**src/rtl/uncached_agent_if.sv**
```systemverilog
// Single-beat system bus between the uncached agent (master) and the bus fabric (slave).
interface uncached_agent_if #(
    parameter int unsigned ADDR_WIDTH = 32
);
    logic                  bus_req;
    logic                  bus_wr;
    logic [ADDR_WIDTH-1:0] bus_addr;
    logic [3:0]            bus_be;
    logic [1:0]            bus_size;
    logic [31:0]           bus_wdata;
    logic                  bus_req_ready;
    logic                  bus_rvalid;
    logic [31:0]           bus_rdata;
    logic                  bus_wack;

    modport master (
        output bus_req, bus_wr, bus_addr, bus_be, bus_size, bus_wdata,
        input  bus_req_ready, bus_rvalid, bus_rdata, bus_wack
    );

    modport slave (
        input  bus_req, bus_wr, bus_addr, bus_be, bus_size, bus_wdata,
        output bus_req_ready, bus_rvalid, bus_rdata, bus_wack
    );
endinterface

```
**src/rtl/uncached_agent.sv**
```systemverilog
// Uncached load/store agent: posted stores through an in-order write buffer,
// blocking loads issued only after the buffer has fully drained.
module uncached_agent #(
    parameter int unsigned WBUF_DEPTH = 4,
    parameter int unsigned ADDR_WIDTH = 32
) (
    input  logic                  clk,
    input  logic                  rst,
    input  logic                  req_valid,
    input  logic                  req_read,
    input  logic                  req_write,
    input  logic [ADDR_WIDTH-1:0] req_paddr,
    input  logic [3:0]            req_byteenable,
    input  logic [31:0]           req_wrdata,
    input  logic [1:0]            req_size,
    output logic                  stall,
    output logic [31:0]           rddata,
    output logic                  wbuf_empty,
    uncached_agent_if.master      bus
);
    localparam int unsigned IDX_W = $clog2(WBUF_DEPTH);
    localparam int unsigned PTR_W = IDX_W + 1;

    typedef enum logic [2:0] {
        IDLE,
        WR_REQ,
        WR_WAIT,
        RD_REQ,
        RD_WAIT,
        RD_DONE
    } state_t;

    state_t state, state_next;

    logic [ADDR_WIDTH-1:0] wb_addr [WBUF_DEPTH];
    logic [3:0]            wb_be   [WBUF_DEPTH];
    logic [1:0]            wb_size [WBUF_DEPTH];
    logic [31:0]           wb_data [WBUF_DEPTH];

    logic [PTR_W-1:0] wr_ptr, rd_ptr;
    logic [IDX_W-1:0] wr_idx, rd_idx;
    logic             empty, full, push, pop;

    assign wr_idx = wr_ptr[IDX_W-1:0];
    assign rd_idx = rd_ptr[IDX_W-1:0];
    assign empty  = (wr_ptr == rd_ptr);
    assign full   = (wr_ptr[PTR_W-1] != rd_ptr[PTR_W-1]) && (wr_idx == rd_idx);
    // full is taken before this cycle's pop, so a store never slips in on the wack cycle
    assign push   = req_valid && req_write && !full;
    assign pop    = (state == WR_WAIT) && bus.bus_wack;

    always_ff @(posedge clk) begin
        if (rst) begin
            wr_ptr <= '0;
            rd_ptr <= '0;
        end else begin
            if (push) wr_ptr <= wr_ptr + PTR_W'(1);
            if (pop)  rd_ptr <= rd_ptr + PTR_W'(1);
        end
    end

    always_ff @(posedge clk) begin
        if (push) begin
            wb_addr[wr_idx] <= req_paddr;
            wb_be[wr_idx]   <= req_byteenable;
            wb_size[wr_idx] <= req_size;
            wb_data[wr_idx] <= req_wrdata;
        end
    end

    always_ff @(posedge clk) begin
        if (rst) begin
            rddata <= '0;
        end else if ((state == RD_WAIT) && bus.bus_rvalid) begin
            rddata <= bus.bus_rdata;
        end
    end

    always_ff @(posedge clk) begin
        if (rst) state <= IDLE;
        else     state <= state_next;
    end

    // Draining writes takes priority over a pending load to keep RAW ordering.
    always_comb begin
        state_next = state;
        unique case (state)
            IDLE: begin
                if (!empty)                       state_next = WR_REQ;
                else if (req_valid && req_read)   state_next = RD_REQ;
            end
            WR_REQ:  if (bus.bus_req_ready) state_next = WR_WAIT;
            WR_WAIT: if (bus.bus_wack)      state_next = IDLE;
            RD_REQ:  if (bus.bus_req_ready) state_next = RD_WAIT;
            RD_WAIT: if (bus.bus_rvalid)    state_next = RD_DONE;
            RD_DONE:                        state_next = IDLE;
            default:                        state_next = IDLE;
        endcase
    end

    always_comb begin
        bus.bus_req   = 1'b0;
        bus.bus_wr    = 1'b0;
        bus.bus_addr  = '0;
        bus.bus_be    = '0;
        bus.bus_size  = '0;
        bus.bus_wdata = '0;
        unique case (state)
            WR_REQ: begin
                bus.bus_req   = 1'b1;
                bus.bus_wr    = 1'b1;
                bus.bus_addr  = wb_addr[rd_idx];
                bus.bus_be    = wb_be[rd_idx];
                bus.bus_size  = wb_size[rd_idx];
                bus.bus_wdata = wb_data[rd_idx];
            end
            RD_REQ: begin
                bus.bus_req   = 1'b1;
                bus.bus_addr  = req_paddr;
                bus.bus_be    = req_byteenable;
                bus.bus_size  = req_size;
            end
            default: ;
        endcase

        stall      = req_valid && ((req_write && full) ||
                                   (req_read && (state != RD_DONE)));
        wbuf_empty = empty && (state != WR_REQ) && (state != WR_WAIT);
    end
endmodule
```
**src/flat_wrapper.sv**
```systemverilog
// flat-port wrapper written by rule: the top's interface ports become plain ports
module uncached_agent_flat 
#(
    parameter int unsigned WBUF_DEPTH = 4,
    parameter int unsigned ADDR_WIDTH = 32
)
  (clk, rst, req_valid, req_read, req_write, req_paddr, req_byteenable, req_wrdata, req_size, stall, rddata, wbuf_empty, bus_bus_req, bus_bus_wr, bus_bus_addr, bus_bus_be, bus_bus_size, bus_bus_wdata, bus_bus_req_ready, bus_bus_rvalid, bus_bus_rdata, bus_bus_wack);
  uncached_agent_if #(.ADDR_WIDTH(ADDR_WIDTH)) bus_i ();
  input  logic clk;
  input  logic rst;
  input  logic req_valid;
  input  logic req_read;
  input  logic req_write;
  input  logic [ADDR_WIDTH-1:0] req_paddr;
  input  logic [3:0] req_byteenable;
  input  logic [31:0] req_wrdata;
  input  logic [1:0] req_size;
  output logic stall;
  output logic [31:0] rddata;
  output logic wbuf_empty;
  output wire logic [$bits(bus_i.bus_req)-1:0] bus_bus_req;
  output wire logic [$bits(bus_i.bus_wr)-1:0] bus_bus_wr;
  output wire logic [$bits(bus_i.bus_addr)-1:0] bus_bus_addr;
  output wire logic [$bits(bus_i.bus_be)-1:0] bus_bus_be;
  output wire logic [$bits(bus_i.bus_size)-1:0] bus_bus_size;
  output wire logic [$bits(bus_i.bus_wdata)-1:0] bus_bus_wdata;
  input wire logic [$bits(bus_i.bus_req_ready)-1:0] bus_bus_req_ready;
  input wire logic [$bits(bus_i.bus_rvalid)-1:0] bus_bus_rvalid;
  input wire logic [$bits(bus_i.bus_rdata)-1:0] bus_bus_rdata;
  input wire logic [$bits(bus_i.bus_wack)-1:0] bus_bus_wack;
  assign bus_bus_req = bus_i.bus_req;
  assign bus_bus_wr = bus_i.bus_wr;
  assign bus_bus_addr = bus_i.bus_addr;
  assign bus_bus_be = bus_i.bus_be;
  assign bus_bus_size = bus_i.bus_size;
  assign bus_bus_wdata = bus_i.bus_wdata;
  assign bus_i.bus_req_ready = bus_bus_req_ready;
  assign bus_i.bus_rvalid = bus_bus_rvalid;
  assign bus_i.bus_rdata = bus_bus_rdata;
  assign bus_i.bus_wack = bus_bus_wack;
  uncached_agent #(.WBUF_DEPTH(WBUF_DEPTH), .ADDR_WIDTH(ADDR_WIDTH)) u_core (.clk(clk), .rst(rst), .req_valid(req_valid), .req_read(req_read), .req_write(req_write), .req_paddr(req_paddr), .req_byteenable(req_byteenable), .req_wrdata(req_wrdata), .req_size(req_size), .stall(stall), .rddata(rddata), .wbuf_empty(wbuf_empty), .bus(bus_i));
endmodule
```
**config.mk**
```make
export PLATFORM = sky130hd
export DESIGN_NAME = uncached_agent_flat
export DESIGN_NICKNAME = d
export VERILOG_FILES = /design/src/rtl/uncached_agent_if.sv /design/src/rtl/uncached_agent.sv /design/src/flat_wrapper.sv
export SDC_FILE = /design/constraint.sdc
export NUM_CORES = 1
export LEC_CHECK = 0
export CAP_MARGIN = 20
export CORE_MARGIN = 3
export CORE_UTILIZATION = 30
export DETAILED_ROUTE_END_ITERATION = 8
export PLACE_DENSITY = 0.55
export REMOVE_ABC_BUFFERS = 1
export SYNTH_ARGS = -nofsm -noshare
export SYNTH_HDL_FRONTEND = slang
export SYNTH_SLANG_ARGS = --single-unit
export TNS_END_PERCENT = 100
```
**constraint.sdc**
```tcl
create_clock -name clk -period 3.1 [get_ports clk]
set_input_delay 0.62 -clock clk [delete_from_list [all_inputs] [get_ports clk]]
set_output_delay 0.62 -clock clk [all_outputs]
set_load 0.02 [all_outputs]
```
Word-level counts from Yosys, hierarchy flattened
Memory sizes are Yosys's and may differ from the RTL's. A register that Yosys moved wholly into a read port is not among the register bits.
Index checks and enable logic that the tools add are counted.
{"block": "totals", "register_bits": 41, "ramBits": 280, "mem_count": 4, "in_bits": 110}
{"block": "op_classes", "eq_ne": 15, "reduce_logical": 16, "muxes": 23, "n_addsub": 2}
{"memory": "u_core.wb_addr", "words": 4, "width": 32, "read_ports": 1, "rd_ports_with_merged_regs": 1, "wr": 1, "line": "uncached_agent.sv:35", "source": "logic [ADDR_WIDTH-1:0] wb_addr [WBUF_DEPTH];"}
{"memory": "u_core.wb_data", "words": 4, "width": 32, "read_ports": 1, "rd_ports_with_merged_regs": 1, "wr": 1, "line": "uncached_agent.sv:38", "source": "logic [31:0] wb_data [WBUF_DEPTH];"}
{"memory": "u_core.wb_be", "words": 4, "width": 4, "read_ports": 1, "rd_ports_with_merged_regs": 1, "wr": 1, "line": "uncached_agent.sv:36", "source": "logic [3:0] wb_be [WBUF_DEPTH];"}
{"memory": "u_core.wb_size", "words": 4, "width": 2, "read_ports": 1, "rd_ports_with_merged_regs": 1, "wr": 1, "line": "uncached_agent.sv:37", "source": "logic [1:0] wb_size [WBUF_DEPTH];"}
{"op": "32-bit case mux with 2 select lines", "n": 1}
{"op": "32-bit 2-to-1 mux", "n": 1}
{"op": "3-bit 2-to-1 mux", "n": 6}
{"op": "2-bit 2-to-1 mux", "n": 8}
{"op": "3-bit case mux with 5 select lines", "n": 1}
{"op": "1-bit logical AND", "n": 11}
{"op": "2-bit != test, second input constant", "n": 4}
{"op": "4-bit case mux with 2 select lines", "n": 1}
{"op": "3-bit by 1-bit adder with 3-bit output, second input constant", "n": 2}
{"op": "3-bit by 2-bit equality test with 1-bit output, second input constant", "n": 2}
{"op": "3-bit != test, second input constant", "n": 2}
{"op": "5-bit AND reduction", "n": 1}
{"op": "1-bit 2-to-1 mux", "n": 4}
{"op": "2-bit case mux with 2 select lines", "n": 1}
{"op": "3-bit by 1-bit equality test with 1-bit output, second input constant", "n": 1}
{"op": "3-bit equality test", "n": 1}
{"op": "3-bit equality test, second input constant", "n": 1}
{"op": "3-bit zero test", "n": 1}
{"op": "3-bit by 1-bit != test with 1-bit output, second input constant", "n": 1}
{"op": "3-bit by 2-bit != test with 1-bit output, second input constant", "n": 1}
{"op": "2-bit equality test", "n": 1}
{"op": "2-bit OR reduction", "n": 1}
{"op": "1-bit zero test", "n": 1}
{"op": "1-bit logical OR", "n": 1}
{"op": "1-bit != test", "n": 1}

Logic depth before layout (Yosys ltp)
Gate-level depths: netlist of run 1.
{"block": "depth", "depth_word": 6, "depth_mapped": 7, "ltp_nobuf": 4}

Least setup slack after synthesis of run 1
OpenSTA, ideal clock, no wires.
{"block": "synth_timing", "path_kind": "flip-flop to flip-flop", "start": "register u_core.wr_ptr[0]", "end": "register u_core.wr_ptr[2]", "stages_incl_launch_ff": 5, "synth_period_minus_slack_ns": 3.053, "path_slack_ns": 0.047, "t_required_ns": 2.886, "setup_time_ns": 0.214, "t_arrival_ns": 2.839, "cell_sequence": "dfxtp_1 -> xor2_1 -> o311a_1 -> and2_1 -> o21ai_0"}
{"block": "synth_via", "elab_chain_cells": 4, "elab_cells_between_ends": 5, "cone_classes": "add/sub (1); eq/ne (1); reduce/logical (3)"}
{"item": "start: declaration", "line": "uncached_agent.sv:40", "source": "logic [PTR_W-1:0] wr_ptr, rd_ptr;"}
{"item": "start signal: assignment", "line": "uncached_agent.sv:57", "source": "if (push) wr_ptr <= wr_ptr + PTR_W'(1);"}
{"item": "branches (longest 4 deep; another with 3-bit by 1-bit adder with 3-bit output)"}
Several ways; the timed one is not identified.
A chain may end at the register's enable or synchronous reset.

==> results.ini, run 1 <==
[run_status]
status=complete, no violations

[clock_network]
cts_max_level=2
clkTransAtPathRegs_ps=50
numCtsBuffers=38
clk_latency_ps=540
clockBufferDepth=3
root_buffer=clkbuf_16
clock-sinks=323
cts_tree=done

[critical_path]
rr_startpoint=u_core.state[1]$_SDFFE_PP0P_
crit_required_ps=2480
reg2reg_depth=6
path_cells=buf_12, buf_16, mux4_2, mux2i_1, nor2_1, dlygate4sd2_1
critPathSlowestCell=mux4_2
worst_path_largest_cell_delay_ps=530
path_delay_family=multiplexers
cp_max_fo=22
cp.arrival_ps=2310
cp-start-kind=flop
end_kind=output pin
r2r_end=u_core.state[0]$_SDFFE_PP0P_
worst-path-buf-inv=3
critPathKind=reg2out
timing.reg2reg.setup_slack_ps=880

[synthesis]
ys_ff_latch=323
ys_seq_area_share_pct=73.5
ys_types=38
yosys_warnings=0
syn_area_per_cell_um2=18.1
syn_area_um2=12600
syn_inst=698

[layout]
antenna_cells=0
synthToLayoutAreaGrowth_pct=33.5
nNetsFinal=1061
drive_gt1_share_pct=17.6
nFillCells=3793

[timing]
relSlewSlack_pct=63.6
slew_violations=0
hold_viol_final=0
finalSetupViolCount=0
fmax_mhz=342
holdWs_ps=452
rsz0062_at_grt=false
fin_crit_sh_pct=94.4
tightest_slew_ps=545
clock_skew_ps=12.2
period_minus_slack_ps=2930

[routing]
post-route-drc-count=0
wl_per_cell_um=20.1
vias=7051
via_per_inst=4.68
drt_pass1_iterations=5
first_iter_violations=387
routed_wl_mm=30.4
antenna_left=0

[die]
start_util_pct=30.6
fp.dieH_um=211
fp-row-count=74
core_um2=41200
die_area_um2=44500
die_w_um=211
io_pins=216

[placed_design]
globalplace.congestion=0.716
numPortBuffers=215
hpwl_mm=18.0

[global_route]
grt_start_max_net_pins=55
grt_overflow_total=0
grt_first_pass_wirelength_mm=46.3
grt_pass1_vias=7590
grtUsageTotal_pct=13.8
antenna_found_initial=2

[job]
max_cap_violations=0

[pwr]
p_total_mw=11.1
p_per_area_nw_per_um2=660
ir_worst_vdd_mv=0.387
p_leak_nw=5.67

[hold_path]
whs_endpoint=u_core.rddata[4]$_SDFFE_PP0P_
hold_class=reg2reg
min_from=u_core.rddata[4]$_SDFFE_PP0P_
holdPathStages=2

[final cells by class]
| class | instances | area (um2) | area share, % |
|---|---|---|---|
| flip-flops and latches | 323 | 9280 | 55.1 |
| multi-input cells | 330 | 3130 | 18.6 |
| repair buffers | 250 | 2610 | 15.5 |
| clock buffers | 48 | 998 | 5.93 |
| well taps | 532 | 666 | 3.95 |
| clock inverters | 22 | 144 | 0.854 |
| inverters | 3 | 11.3 | 0.0669 |
[metal layers]
metal	GRT usage (%)	vias up	part of all wire [%]
li1	-	3205	-
met1	18.5	3571	45
met2	21.6	231	46
met3	4.87	40	7.8
met4	3.12	4	1.5
met5	0	-	0.11
[cell usage after synthesis]
cell	count	area share (%)
or2b_2	1	0.069
ha_1	5	0.50
a2111oi_0	1	0.069
nor4b_1	2	0.14
o21a_1	1	0.060
xor2_1	3	0.21
buf_6	2	0.18
o31ai_2	1	0.099
a31oi_1	1	0.050
clkbuf_1	25	0.74
and2_1	37	1.8
mux4_2	70	12
buf_2	8	0.32
o311a_1	1	0.079
a22oi_1	1	0.060
dlygate4sd1_1	1	0.069
nand3b_1	3	0.18
nand3_1	1	0.040
or3_1	1	0.050
and4bb_2	1	0.099
buf_8	1	0.12
nand2b_1	1	0.050
nor2_1	48	1.4
nor3b_1	3	0.18
a21oi_1	32	1.3
edfxtp_1	280	67
o21ai_0	2	0.079
dfxtp_1	43	6.8
xnor2_1	4	0.28
buf_4	4	0.24
nand2_1	66	2.0
o21ai_1	1	0.040
clkbuf_8	1	0.11
inv_1	3	0.089
a211o_1	1	0.069
nor2b_1	1	0.050
nor3_1	1	0.040
mux2i_1	40	3.2
[registers in the layout (all words and copies together), names as in the netlist, named ones only]
| signal | flops |
|---|---|
| u_core.rd_ptr | 3 |
| u_core.rddata | 32 |
| u_core.state | 3 |
| u_core.wb_addr | 128 |
| u_core.wb_be | 16 |
| u_core.wb_data | 128 |
| u_core.wb_size | 8 |
| u_core.wr_ptr | 3 |
[stage by stage]
stage / cell area, um2 / util (%) / TNS [ps] / instances / setup WS [ps]
floorplan: 12400 / - / -97420 / 656 / -1420
detailed placement: 15700 / 38.0 / 0 / 1431 / 343
CTS: 16800 / 40.9 / 0 / 1508 / 83.5
global route: 16800 / 40.9 / 0 / 1508 / 26.3
global placement: 15700 / 38.0 / 0 / 1431 / 373
finish: 16800 / 40.9 / 0 / 1508 / 174
[layout by cell type, fill, tap and decap left out, types with 2 or more instances in the layout]
cell type | synthesis | layout
a21oi_1 | 32 | 32
and2_1 | 37 | 33
and2_4 | 0 | 4
buf_12 | 0 | 19
buf_4 | 4 | 13
clkbuf_1 | 25 | 9
clkbuf_16 | 0 | 38
clkdlybuf4s50_1 | 0 | 145
clkinv_1 | 0 | 6
clkinv_2 | 0 | 6
clkinv_4 | 0 | 3
clkinvlp_4 | 0 | 3
dfxtp_1 | 43 | 40
dfxtp_4 | 0 | 3
dlygate4sd2_1 | 0 | 70
edfxtp_1 | 280 | 280
ha_1 | 5 | 5
inv_1 | 3 | 3
inv_6 | 0 | 3
mux2i_1 | 40 | 40
mux4_2 | 70 | 70
nand2_1 | 66 | 66
nand3b_1 | 3 | 3
nor2_1 | 48 | 47
nor3b_1 | 3 | 2
nor4b_1 | 2 | 2
o21ai_0 | 2 | 2
xnor2_1 | 4 | 4
xor2_1 | 3 | 3
[cell families (layout without fill, tap and decap cells)]
family	count (synthesis)	after routing	share of synthesized area [%]
AO/OA/AOI/OAI	42	42	1.87
AND/OR/NAND/NOR	166	166	6.12
adder cells (fa/ha/maj)	5	5	0.496
multiplexers	110	110	15.7
flip-flops	323	323	73.5
XOR/XNOR	7	7	0.486
buffers and inverters	45	323	1.86
[how the worst max path moves through the flow]
| stage | end | cells after the start | from | slack (ps) |
|---|---|---|---|---|
| final | bus_bus_addr[13] | 6 | flop | 170 |
| after global routing | bus_bus_addr[13] | 6 | flop | 30 |
| after CTS | bus_bus_addr[13] | 6 | flop | 80 |
| after detailed placement | bus_bus_be[0] | 4 | req_byteenable[0] | 340 |
| after global placement | bus_bus_addr[12] | 4 | req_paddr[12] | 370 |
| after floorplan | bus_bus_addr[0] | 3 | flop | -1420 |
[repair_timing]
item / CTS / global route
setup endpoints to repair: 72 / 1
gates cloned: 1 / 0
gates resized for setup: 72 / 1
endpoints found under the hold margin: 0 / 0
buffers inserted: 6 / 0
hold buffers: 0 / 0
[tightest hold or removal path, delay by kind of cell (launching register included)]
family / cells / cell delay (ps)
flip-flops: 1 / 300
AND/OR/NAND/NOR: 1 / 50
AO/OA/AOI/OAI: 1 / 50
[power by group]
group	switching, mW	internal (mW)	leakage (nW)	total, mW
Combinational	1.08	1.05	2.23	2.13
Sequential	0.0955	4.84	2.89	4.93
Clock	1.75	2.31	0.552	4.06
Power figures use the tool's default switching activity.
==> inputs of run 2 (changes only) <==
--- a/config.mk
+++ b/config.mk
@@ -8,9 +8,11 @@
 export CAP_MARGIN = 20
 export CORE_MARGIN = 3
 export CORE_UTILIZATION = 30
+export CTS_BUF_LIST = sky130_fd_sc_hd__clkbuf_4
 export DETAILED_ROUTE_END_ITERATION = 8
 export PLACE_DENSITY = 0.55
 export REMOVE_ABC_BUFFERS = 1
+export SKIP_CTS_REPAIR_TIMING = 1
 export SYNTH_ARGS = -nofsm -noshare
 export SYNTH_HDL_FRONTEND = slang
 export SYNTH_SLANG_ARGS = --single-unit
==> results.ini, run 2 (synthesized netlist as in run 1, its figures left out) <==
[critical_path]
cp.arrival_ps=2470
critPathKind=reg2out
path_cells=buf_6, buf_8, buf_12, buf_12, buf_4, mux4_2, mux2i_1, nor2_1, buf_2
crit_required_ps=2480
crit_top_cell=buf_12
critPathSlowestCell=mux4_2
worst-path-buf-inv=6
worst_path_largest_cell_delay_ps=470
path_delay_family=buffers and inverters
end_kind=output pin
cp-start-kind=flop
cp_max_fo=7

[layout]
top_regs=u_core.wb_addr: 128 flops, u_core.wb_data: 128 flops, u_core.rddata: 32 flops
nNetsFinal=1135
layout_commonest_cell=edfxtp_1
final_cell_mix=edfxtp_1, clkdlybuf4s50_1, clkbuf_4
drive_gt1_share_pct=30.4
synthToLayoutAreaGrowth_pct=35.6

[global_route]
grt_first_pass_wirelength_mm=45.9
grt_start_max_net_pins=55
grtUsageTotal_pct=13.6
antenna_found_initial=3
grt_overflow_total=0
grt_pass1_vias=8015

[placed_design]
hpwl_mm=18.0
dp_slack_ps=343
numPortBuffers=215
globalplace.congestion=0.716

[routing]
routed_wl_mm=31.1
wl_per_cell_um=19.2
via_per_inst=4.59
first_iter_violations=333
vias=7426
antenna_left=0
post-route-drc-count=0
drt_pass1_iterations=4

[timing]
clock_skew_ps=68.8
fin_crit_sh_pct=99.7
finalSetupViolCount=0
period_minus_slack_ps=3090
fin_ws_ps=9.24
rsz0062_at_grt=true
tightest_slew_ps=549
relSlewSlack_pct=63.4
slew_violations=0
hold_viol_final=0
fmax_mhz=324

[hold_path]
hold_class=in2reg

[clock_network]
cts_tree=done
clock-sinks=323
clockBufferDepth=3
root_buffer=clkbuf_4
cts_max_level=3
numCtsBuffers=90
clk_latency_ps=760
clkTransAtPathRegs_ps=60

[run_status]
status=complete, no violations

[die]
die_w_um=211
core_um2=41200
fp-row-count=74
die_area_um2=44500
start_util_pct=30.6
io_pins=216
fp.dieH_um=211

[pwr]
p_leak_nw=6.21
ir_worst_vdd_mv=0.280
p_total_mw=11.0
p_per_area_nw_per_um2=645

[job]
max_cap_violations=0

run 2: stage by stage:
stage | instances | instance area (um2) | utilization [%] | setup TNS [ps] | hold WS [ps]
after floorplan | 656 | 12400 | - | -97420 | 475
after global routing | 1617 | 17100 | 41.5 | -2790 | 339
final | 1617 | 17100 | 41.5 | 0 | 412
after CTS | 1587 | 16800 | 40.7 | -25180 | 292
after detailed placement | 1431 | 15700 | 38.0 | 0 | 449
after global placement | 1431 | 15700 | 38.0 | 0 | 441
run 2: final timing paths:
| path | endpoint | cells past startpoint | from | slack (ps) |
|---|---|---|---|---|
| max | bus_bus_addr[21] | 9 | flop | 9 |
| min reg2reg | u_core.rddata[4]$_SDFFE_PP0P_ | 2 | u_core.rddata[4]$_SDFFE_PP0P_ | 450 |
| min | u_core.rddata[8]$_SDFFE_PP0P_ | 3 | bus_bus_rdata[8] | 410 |
| max reg2reg | u_core.state[0]$_SDFFE_PP0P_ | 6 | u_core.state[1]$_SDFFE_PP0P_ | 890 |
run 2: cell type report:
class,count,area [um2]
multi-input cells,330,3150
repair buffers,272,2870
flip-flops and latches,323,9280
diodes,1,2.50
fillers,3800,24100
clock inverters,22,121
clock buffers,134,1010
inverters,3,11.3
well taps,532,666
run 2: where the power goes:
part           total (mW)  internal, mW  switching, mW
logic                2.36          1.22           1.14
registers            4.93          4.83         0.0931
clock network        3.73          2.04           1.69
total                11.0          8.10           2.93
run 2: per-layer routing:
layer	up-vias	share of wire, %	GRT usage [%]	wire, um
li1	3412	-	-	-
met1	3682	44	17.4	13600
met2	293	46	21.2	14300
met3	35	8.9	5.32	2750
met4	4	1.4	4.71	440
met5	-	0.11	0	34
run 2: worst register-to-register path, delay by kind of cell (launching register included):
kind / cells / cell delay, ps
AO/OA/AOI/OAI: 2 / 480
flip-flops: 1 / 700
buffers and inverters: 2 / 500
AND/OR/NAND/NOR: 2 / 450
